<file path="src/rtl/srff_pkg.sv">
// srff_pkg: op encoding and one-hot helper shared by
// the SR flip-flop bank arbiter and its bench.
package srff_pkg;

  typedef enum logic [1:0] {
    OP_NOP = 2'd0,
    OP_CLR = 2'd1,
    OP_SET = 2'd2,
    OP_TGL = 2'd3
  } op_e;

  localparam int MAX_IDXW  = 8;
  localparam int MAX_NBITS = 1 << MAX_IDXW;

  // Widest supported bank; callers size-cast down to NBITS.
  function automatic logic [MAX_NBITS-1:0] onehot(
    input logic [MAX_IDXW-1:0] idx
  );
    onehot      = '0;
    onehot[idx] = 1'b1;
  endfunction

endpackage

</file>
<file path="src/rtl/SR_ff.sv">
// SR_ff: single set/reset flip-flop cell, S dominant,
// cleared by the active-low asynchronous reset.
module SR_ff (
  input  logic s,
  input  logic r,
  input  logic clk,
  input  logic rst,
  output logic q
);

  always_ff @(posedge clk or negedge rst) begin
    if (!rst) begin
      q <= 1'b0;
    end else if (s) begin
      q <= 1'b1;
    end else if (r) begin
      q <= 1'b0;
    end
  end

endmodule

</file>
<file path="src/rtl/rr_arbiter.sv">
// rr_arbiter: round-robin grant starting at ptr; ptr moves
// past the winner whenever advance is high.
module rr_arbiter #(
  parameter int NREQ = 4
) (
  input  logic            clk,
  input  logic            rst,
  input  logic [NREQ-1:0] req,
  input  logic            advance,
  output logic [NREQ-1:0] gnt
);

  localparam int PW = $clog2(NREQ);

  logic [PW-1:0]   ptr_q;
  logic [PW-1:0]   ptr_d;
  logic [PW-1:0]   win;
  logic [NREQ-1:0] rot;
  logic [NREQ-1:0] pick;

  // Rotate so ptr sits at bit 0, take lowest set bit, rotate back.
  always_comb begin
    rot  = NREQ'({req, req} >> ptr_q);
    pick = rot & (~rot + NREQ'(1));
    gnt  = NREQ'(({pick, pick} << ptr_q) >> NREQ);
  end

  always_comb begin
    win = '0;
    for (int i = 0; i < NREQ; i++) begin
      if (gnt[i]) win = PW'(i);
    end
    ptr_d = ptr_q;
    if (advance) begin
      ptr_d = (win == PW'(NREQ - 1)) ? '0 : win + PW'(1);
    end
  end

  always_ff @(posedge clk or negedge rst) begin
    if (!rst) begin
      ptr_q <= '0;
    end else begin
      ptr_q <= ptr_d;
    end
  end

endmodule

</file>
<file path="src/rtl/srff_bank_arbiter.sv">
// srff_bank_arbiter: round-robin shared access to a bank of
// SR flip-flops through a registered S/R command stage.
module srff_bank_arbiter
  import srff_pkg::*;
#(
  parameter int NREQ  = 4,
  parameter int NBITS = 8,
  parameter int IDXW  = $clog2(NBITS)
) (
  input  logic                 clk,
  input  logic                 rst,
  input  logic [NREQ-1:0]      req_valid,
  input  logic [2*NREQ-1:0]    req_op,
  input  logic [IDXW*NREQ-1:0] req_idx,
  output logic [NREQ-1:0]      req_ready,
  input  logic                 clr_all,
  output logic [NBITS-1:0]     q,
  output logic                 busy
);

  logic [NREQ-1:0]  req_eff;
  logic [NREQ-1:0]  gnt;
  logic             xfer;
  op_e              sel_op;
  logic [IDXW-1:0]  sel_idx;
  logic             in_range;
  logic [NBITS-1:0] oh;
  logic [NBITS-1:0] q_next;
  logic [NBITS-1:0] s_vec_d;
  logic [NBITS-1:0] r_vec_d;
  logic [NBITS-1:0] s_vec_q;
  logic [NBITS-1:0] r_vec_q;

  // Nothing is granted in reset or while the bank is being wiped.
  assign req_eff = req_valid & {NREQ{rst & ~clr_all}};

  rr_arbiter #(
    .NREQ(NREQ)
  ) u_arb (
    .clk    (clk),
    .rst    (rst),
    .req    (req_eff),
    .advance(xfer),
    .gnt    (gnt)
  );

  assign req_ready = gnt;
  assign xfer      = |gnt;

  always_comb begin
    sel_op  = OP_NOP;
    sel_idx = '0;
    for (int i = 0; i < NREQ; i++) begin
      if (gnt[i]) begin
        sel_op  = op_e'(req_op[2*i +: 2]);
        sel_idx = req_idx[IDXW*i +: IDXW];
      end
    end
  end

  assign in_range = 32'(sel_idx) < 32'(NBITS);
  assign oh       = NBITS'(onehot(MAX_IDXW'(sel_idx)));

  // Bank value once the held command lands; toggles resolve here.
  assign q_next = (q | s_vec_q) & ~r_vec_q;

  always_comb begin
    s_vec_d = '0;
    r_vec_d = '0;
    if (clr_all) begin
      r_vec_d = '1;
    end else if (xfer && in_range) begin
      unique case (sel_op)
        OP_SET: s_vec_d = oh;
        OP_CLR: r_vec_d = oh;
        OP_TGL: begin
          if (|(q_next & oh)) r_vec_d = oh;
          else                s_vec_d = oh;
        end
        default: ;
      endcase
    end
  end

  always_ff @(posedge clk or negedge rst) begin
    if (!rst) begin
      s_vec_q <= '0;
      r_vec_q <= '0;
    end else begin
      s_vec_q <= s_vec_d;
      r_vec_q <= r_vec_d;
    end
  end

  for (genvar b = 0; b < NBITS; b++) begin : g_bank
    SR_ff u_ff (
      .s  (s_vec_q[b]),
      .r  (r_vec_q[b]),
      .clk(clk),
      .rst(rst),
      .q  (q[b])
    );
  end

  assign busy = |(s_vec_q | r_vec_q);

endmodule

</file>
<file path="config.mk">
export PLATFORM = sky130hd
export DESIGN_NAME = srff_bank_arbiter
export DESIGN_NICKNAME = d
export VERILOG_FILES = /design/src/rtl/srff_pkg.sv /design/src/rtl/SR_ff.sv /design/src/rtl/rr_arbiter.sv /design/src/rtl/srff_bank_arbiter.sv
export SDC_FILE = /design/constraint.sdc
export NUM_CORES = 1
export LEC_CHECK = 0
export ABC_AREA = 1
export CAP_MARGIN = 15
export CORE_UTILIZATION = 52
export DETAILED_ROUTE_END_ITERATION = 8
export PLACE_DENSITY = 0.84
export SLEW_MARGIN = 20
export SYNTH_ARGS = -nofsm -noshare
export SYNTH_HDL_FRONTEND = slang
export SYNTH_SLANG_ARGS = --single-unit
</file>
<file path="constraint.sdc">
create_clock -name clk -period 2.6 [get_ports clk]
set_clock_uncertainty 0.05 [all_clocks]
set_input_delay 0.39 -clock clk [delete_from_list [all_inputs] [get_ports clk]]
set_output_delay 0.39 -clock clk [all_outputs]
set_load 0.005 [all_outputs]
</file>
Yosys cells after proc, flatten, opt, wreduce, memory -nomap -nowiden --
Index checks and enable logic that the tools add are counted.
Operators by class: add/sub/neg operators 2, order comparisons 2, equality and inequality tests 4, shift-type cells 2, mux-type cells 38, bitwise operators 10, reduce and logical (&&, ||, !) cells 12
Operators with widths (count):
- $mux W8 | 6
- $pmux W8 S2 | 2
- $mux W1 | 18
- $and A8 B8 Y8 | 2
- $or A8 B8 Y8 | 2
- $reduce_bool A2 Y1 | 8
- $reduce_or A8 Y1 | 2
- $mux W2 | 7
- $mux W3 | 4
- $lt A3 B9 Y1 const B | 1
- $and A4 B4 Y4 | 2
- $not A8 Y8 | 1
- $shl A8 B2 Y8 | 1
- $shr A8 B2 Y4 | 1
- $eq A2 B2 Y1 const B | 3
- $add A4 B1 Y4 const B | 1
- $not A4 Y4 | 1
- $reduce_or A4 Y1 | 1
- $demux W1 S3 | 1
- $ge A3 B1 Y1 const B | 1
- $add A2 B1 Y2 const B | 1
- $eq A2 B1 Y1 const B | 1
- $and A1 B1 Y1 | 1
- $logic_and A1 B1 Y1 | 1
- $not A1 Y1 | 1
Storage, ports and cells: register bits after elaboration 26, input port bits 27, output and inout bits 13, logic and storage cells 81

Longest topological paths before layout --
depth after elaboration 22, mapped depth 19, mapped depth without buffers 19

Hierarchy --
Synthesis repeated with hierarchy kept, for this count alone.
Second synthesis, totals: cells, all modules 253, area total of the unflattened synthesis 1828.0 µm²
By module, submodules not included:
- srff_bank_arbiter | times used 1, cells an instance 144, area each 1083.5 µm², sequential area each 400.4 µm²
- rr_arbiter | times used 1, cells an instance 69, area each 424.2 µm², sequential area each 50.0 µm²
- SR_ff | times used 8, cells an instance 5, area each 40.0 µm², sequential area each 25.0 µm²

Worst setup path after synthesis --
OpenSTA, ideal clock, no wires.
kind input to register, start point in clr_all, end point reg s_vec_q[0], setup time 0.122 ns, arrival time 2.027 ns, required time 2.428 ns, path slack 0.400 ns, cell stages on the path 17, buffers on the path 1, cell sequence inv_2 buf_4 nand4_1 nand3_1 nand2_1 nand4_1 nand3_1 nand3_1 nand3_1 nor2_4 nand2_1 nor2_2 nand2_1 nand2_1 nor2_2 nand2_4 a21oi_2
Between the ends: word-level cells in the longest chain between the ends 22, elaborated cells on any way between the ends 30, classes of those cells add/sub (1); order compare (2); eq/ne (2); shift (2); mux (14); bitwise (6); reduce/logical (3)
RTL lines:
- from (decl) | RTL line srff_bank_arbiter.sv:16 | input logic clr_all,
- $not A1 Y1 | RTL line srff_bank_arbiter.sv:35 | assign req_eff = req_valid & {NREQ{rst & ~clr_all}};
- $and A1 B1 Y1 | RTL line srff_bank_arbiter.sv:35
- $and A4 B4 Y4 | RTL line srff_bank_arbiter.sv:35
- $shr A8 B2 Y4 | RTL line rr_arbiter.sv:23 | rot = NREQ'({req, req} >> ptr_q);
- $not A4 Y4 | RTL line rr_arbiter.sv:24 | pick = rot & (~rot + NREQ'(1));
- $add A4 B1 Y4 | RTL line rr_arbiter.sv:24
- $and A4 B4 Y4 | RTL line rr_arbiter.sv:24
- $shl A8 B2 Y8 | RTL line rr_arbiter.sv:25 | gnt = NREQ'(({pick, pick} << ptr_q) >> NREQ);
- [7 not listed]
- $demux W1 S3 | RTL line srff_pkg.sv:20 | onehot[idx] = 1'b1;
- $and A8 B8 Y8 | RTL line srff_bank_arbiter.sv:77 | if (|(q_next & oh)) r_vec_d = oh;
- $reduce_or A8 Y1 | RTL line srff_bank_arbiter.sv:77
- $mux W8 | RTL line srff_bank_arbiter.sv:77
- $pmux W8 S2 | RTL line srff_bank_arbiter.sv:73 | unique case (sel_op)
- $mux W8 | RTL line srff_bank_arbiter.sv:72 | end else if (xfer && in_range) begin
- $mux W8 (*) | RTL line srff_bank_arbiter.sv:70 | if (clr_all) begin
- net s_vec_d[0] | RTL line srff_bank_arbiter.sv:29 | logic [NBITS-1:0] s_vec_d;
- to (signal assigned) | RTL line srff_bank_arbiter.sv:90 | s_vec_q <= s_vec_d;
- to (decl) | RTL line srff_bank_arbiter.sv:31 | logic [NBITS-1:0] s_vec_q;
Mark *: on every way through the listed nets, which the timed path passes. The rest lies on a longest branch. A chain may end at the register's enable or synchronous reset.

Worst setup path after layout --
start point reg u_arb.ptr_q[0], end point out req_ready[0]
Between the ends: word-level cells in the longest chain between the ends 5
RTL lines:
- from (decl) | RTL line rr_arbiter.sv:15 | logic [PW-1:0] ptr_q;
- from (signal assigned) | RTL line rr_arbiter.sv:43 | ptr_q <= ptr_d;
- $shr A8 B2 Y4 | RTL line rr_arbiter.sv:23
- $not A4 Y4 | RTL line rr_arbiter.sv:24
- $add A4 B1 Y4 | RTL line rr_arbiter.sv:24
- $and A4 B4 Y4 | RTL line rr_arbiter.sv:24
- $shl A8 B2 Y8 (*) | RTL line rr_arbiter.sv:25
- to (decl) | RTL line srff_bank_arbiter.sv:15 | output logic [NREQ-1:0] req_ready,
Mark *: on every way between the ends. The rest lies on a longest branch, timed or not.

==> PnR_summary.wiki <==
{| class="wikitable"
! Metric !! Value
|-
| Result of the run || finished, violations left
|-
| Failing checks || negative setup slack
|-
| Leading post-synthesis cells by cell area || sky130_fd_sc_hd__dfrtp_1 (33%), sky130_fd_sc_hd__nand2_1 (12%), sky130_fd_sc_hd__nand3_1 (9.7%)
|-
| Synth Area in Adders || 0
|-
| Largest net degree at the start of global routing || 25
|-
| Via count of the first global-routing pass || between 2000 and 2500
|-
| Setup repair after global routing missed its margin || yes
|-
| Prevailing post-synth register cell || sky130_fd_sc_hd__dfrtp_1
|-
| Utilization after layout || 0.826
|-
| Maximum VDD drop || between 1 and 1.5 mV
|-
| Type of element capturing the critical path || output pin
|-
| Reg clk slew, reported paths || about 80 ps
|-
| Mapped cell area || just under 2000 sq um
|-
| Count of different cell masters after synthesis || 29
|-
| Data arrival time of the critical path || between 2000 and 2500 ps
|-
| Post-synthesis simple-gate area fraction || 0.422
|-
| Dominant combinational cell family by area after synthesis || simple AND/OR/NAND/NOR gates
|-
| Post-placement cell count || around 360
|-
| Area after DPL || 2560 sq um
|-
| Aggregate global-route resource usage || 0.283
|-
| Reg2Reg Depth || 15
|-
| Number of nets produced by synthesis || ~290
|-
| Synth cell count leaders || sky130_fd_sc_hd__nand2_1 (65), sky130_fd_sc_hd__nand3_1 (38), sky130_fd_sc_hd__dfrtp_1 (26), sky130_fd_sc_hd__inv_1 (26), sky130_fd_sc_hd__nand4_1 (15)
|-
| Chip width || between 60 and 70 um
|-
| Number of buffers on the longest clock path || 2
|-
| Overall power of the completed layout || roughly 0.0040 W
|-
| Critical path type || register to output pin
|-
| Synth warn || 0
|-
| Proportion of layout cells with a drive suffix above 1 || 0.372
|-
| Sequential share of the synthesized area || 0.332
|-
| Worst max-slew margin expressed relative to the limit || 0.762
|-
| Total wire length after detailed routing || 5830 um
|-
| Area share of the largest cell type after synthesis || 0.332
|-
| Post-route cell area || around 2900 sq um
|-
| Number of port buffers || 39
|-
| Syn Inst Count || between 200 and 300
|-
| WP data required || approximately 2200 ps
|-
| Slew at the pin with the worst max-slew slack || ~350 ps
|-
| Fraction of synthesized area in multiplexers || 0
|-
| Static leakage || 1.41 nW
|-
| Share of the clock period used by the worst path after layout || 1.01
|-
| Count of antenna diodes in the layout || 0
|-
| Number of CTS-inserted buffers || 3
|-
| Iteration-0 DRC Markers || between 200 and 250
|-
| CTS sink count || 26
|-
| Post-DRT Antenna Nets || 0
|-
| Number of rows in the core area || 21
|-
| Y dimension of the die || roughly 63 um
|-
| Post-detailed-route via-to-cell ratio || a little under 6
|-
| Setup slack after layout || -37.2 ps
|-
| Mean instance size in the synthesized netlist || roughly 7.5 sq um
|-
| Maximum Capacitance Violations || 0
|-
| Minimum clock period after layout || around 2600 ps
|-
| Floorplan die area || around 4000 sq um
|-
| Hold Vio Cnt, Final || 0
|-
| Highest clock rate || about 0.38 GHz
|-
| Worst-path fanout max || 6
|-
| Source-to-sink clock delay at the later pin of the worst-skew pair || around 260 ps
|-
| Synthesized-area fraction occupied by xor and xnor cells || 0
|-
| Share of flip-flops with an asynchronous set or reset || 1.00
|-
| Complex-gate fraction of the synthesized area || 0.121
|-
| Relative area change from synthesis to final layout || 46.1%
|-
| Half-perimeter wire length after placement || ~3700 um
|-
| EDFF count, synth || 0
|-
| Final nets || 365
|-
| Total count of max-transition violations in the final report || 0
|-
| Flop and latch count out of synthesis || 26
|-
| Clock root cell || sky130_fd_sc_hd__clkbuf_8
|-
| Area of the placeable core || 3470 sq um
|-
| Worst R2R Setup Slack || -10 ps
|-
| Hold Crit Class || input port to asynchronous set/reset pin
|-
| Setup violators final || 6
|-
| Total congestion overflow || 0
|-
| Residual DRC || 0
|-
| Number of antenna violations at the first check in global routing || 0
|-
| Endpoint of the worst-slack reg-to-reg timing path || s_vec_q[0]$_DFF_PN0_
|-
| Initial Util || 0.565
|-
| PD cells || 1400 nW/um^2
|-
| First-pass GRT wire length || around 9200 um
|-
| Pre-antenna DRT Iters || 5
|-
| Vias after detailed routing || approximately 2200
|-
| Wire length per cell after detailed routing || approximately 15 um
|-
| Dominant cell type by area after synthesis || sky130_fd_sc_hd__dfrtp_1
|-
| Non-Filler Instances || ~380
|-
| Critical Path Start Type || register
|-
| Startpoint of the lowest-slack register-to-register path || u_arb.ptr_q[0]$_DFFE_PN0P_
|-
| TritonCTS clock tree || built
|-
| GPL Wtd Cong || between 0.9 and 1
|-
| Launch point of the critical path || u_arb.ptr_q[0]$_DFFE_PN0P_
|-
| Number of placed I/O pins || 40
|-
| Dominant cell by count in the synthesized netlist || sky130_fd_sc_hd__nand2_1
|-
| Total number of H-tree levels || 1
|}
## sequential cells by signal (all words and copies together) (netlist names)
name	flops
g_bank.u_ff.q	8
r_vec_q	8
s_vec_q	8
u_arb.ptr_q	2
## where the power goes
part	switching, W	total, W	internal (W)
logic	0.00183	0.00318	0.00135
registers	0.0000789	0.000592	0.000513
clock network	0.000118	0.000221	0.000104
total	0.00203	0.00400	0.00197
## routing by layer
layer	up-vias	wire (um)	track usage
met5	-	0	0
met3	21	403	0.0272
met4	0	153	0.0966
li1	1021	-	-
met1	1029	2340	0.346
met2	134	2940	0.512
## layout by cell type, fill, tap and decap left out, drive strengths merged, types with 2 or more instances in the layout
| cell type | Yosys | final |
|---|---|---|
| a21oi | 14 | 14 |
| buf | 15 | 48 |
| clkbuf | 0 | 4 |
| clkdlybuf4s50 | 0 | 30 |
| clkinv | 0 | 3 |
| dfrtp | 26 | 26 |
| dlygate4sd2 | 0 | 5 |
| dlymetal6s2s | 0 | 3 |
| inv | 33 | 30 |
| nand2 | 73 | 73 |
| nand3 | 49 | 49 |
| nand4 | 16 | 16 |
| nor2 | 15 | 15 |
| nor4 | 2 | 2 |
| o211ai | 8 | 8 |
| o21ai | 2 | 2 |
| o21bai | 2 | 2 |
## cells by family (layout without fill, tap and decap cells)
logic type	count (synthesis)	after routing
simple gates	157	157
buf+inv	48	124
flops	26	26
compound gates	29	29
## worst max-delay path: stages (launching register included)
cell	delay (ps)
sky130_fd_sc_hd__dfrtp_2	490
sky130_fd_sc_hd__buf_4	160
sky130_fd_sc_hd__nand4_1	80
sky130_fd_sc_hd__nand3_1	90
sky130_fd_sc_hd__nand2_1	120
sky130_fd_sc_hd__nand4_1	190
sky130_fd_sc_hd__nand3_2	150
sky130_fd_sc_hd__and2_4	150
sky130_fd_sc_hd__clkdlybuf4s50_1	490
## through the flow
step	TNS, ps	hold WS (ps)	setup slack, ps
CTS	-0.580	250	-0.580
detailed placement	-6450	419	-385
floorplan	0	44.4	400
finish	-80.7	109	-37.2
global route	-1440	131	-142
global placement	-5040	399	-289
## how the worst max path moves through the flow
stage / endpoint / cells past startpoint
floorplan: s_vec_q[0]$_DFF_PN0_ / 17
global placement: req_ready[0] / 11
detailed placement: s_vec_q[3]$_DFF_PN0_ / 21
CTS: req_ready[0] / 8
global route: s_vec_q[3]$_DFF_PN0_ / 16
finish: req_ready[0] / 8
## area by class of cell
type	count	area, sq um
Clock buffer	3	41.3
Fill cell	201	604
Inverter	33	140
Multi-Input combinational cell	186	1180
Sequential cell	26	652
Tap cell	46	57.6
Timing Repair Buffer	87	783
Timing Repair inverter	1	5.00
## timing repair
action,in CTS,in global routing
gates resized for setup,19,33
setup endpoints to repair,17,19
hold buffers,0,0
pin swaps,15,10
cloned,1,1
setup buffers,8,5
Power figures use the tool's default switching activity.
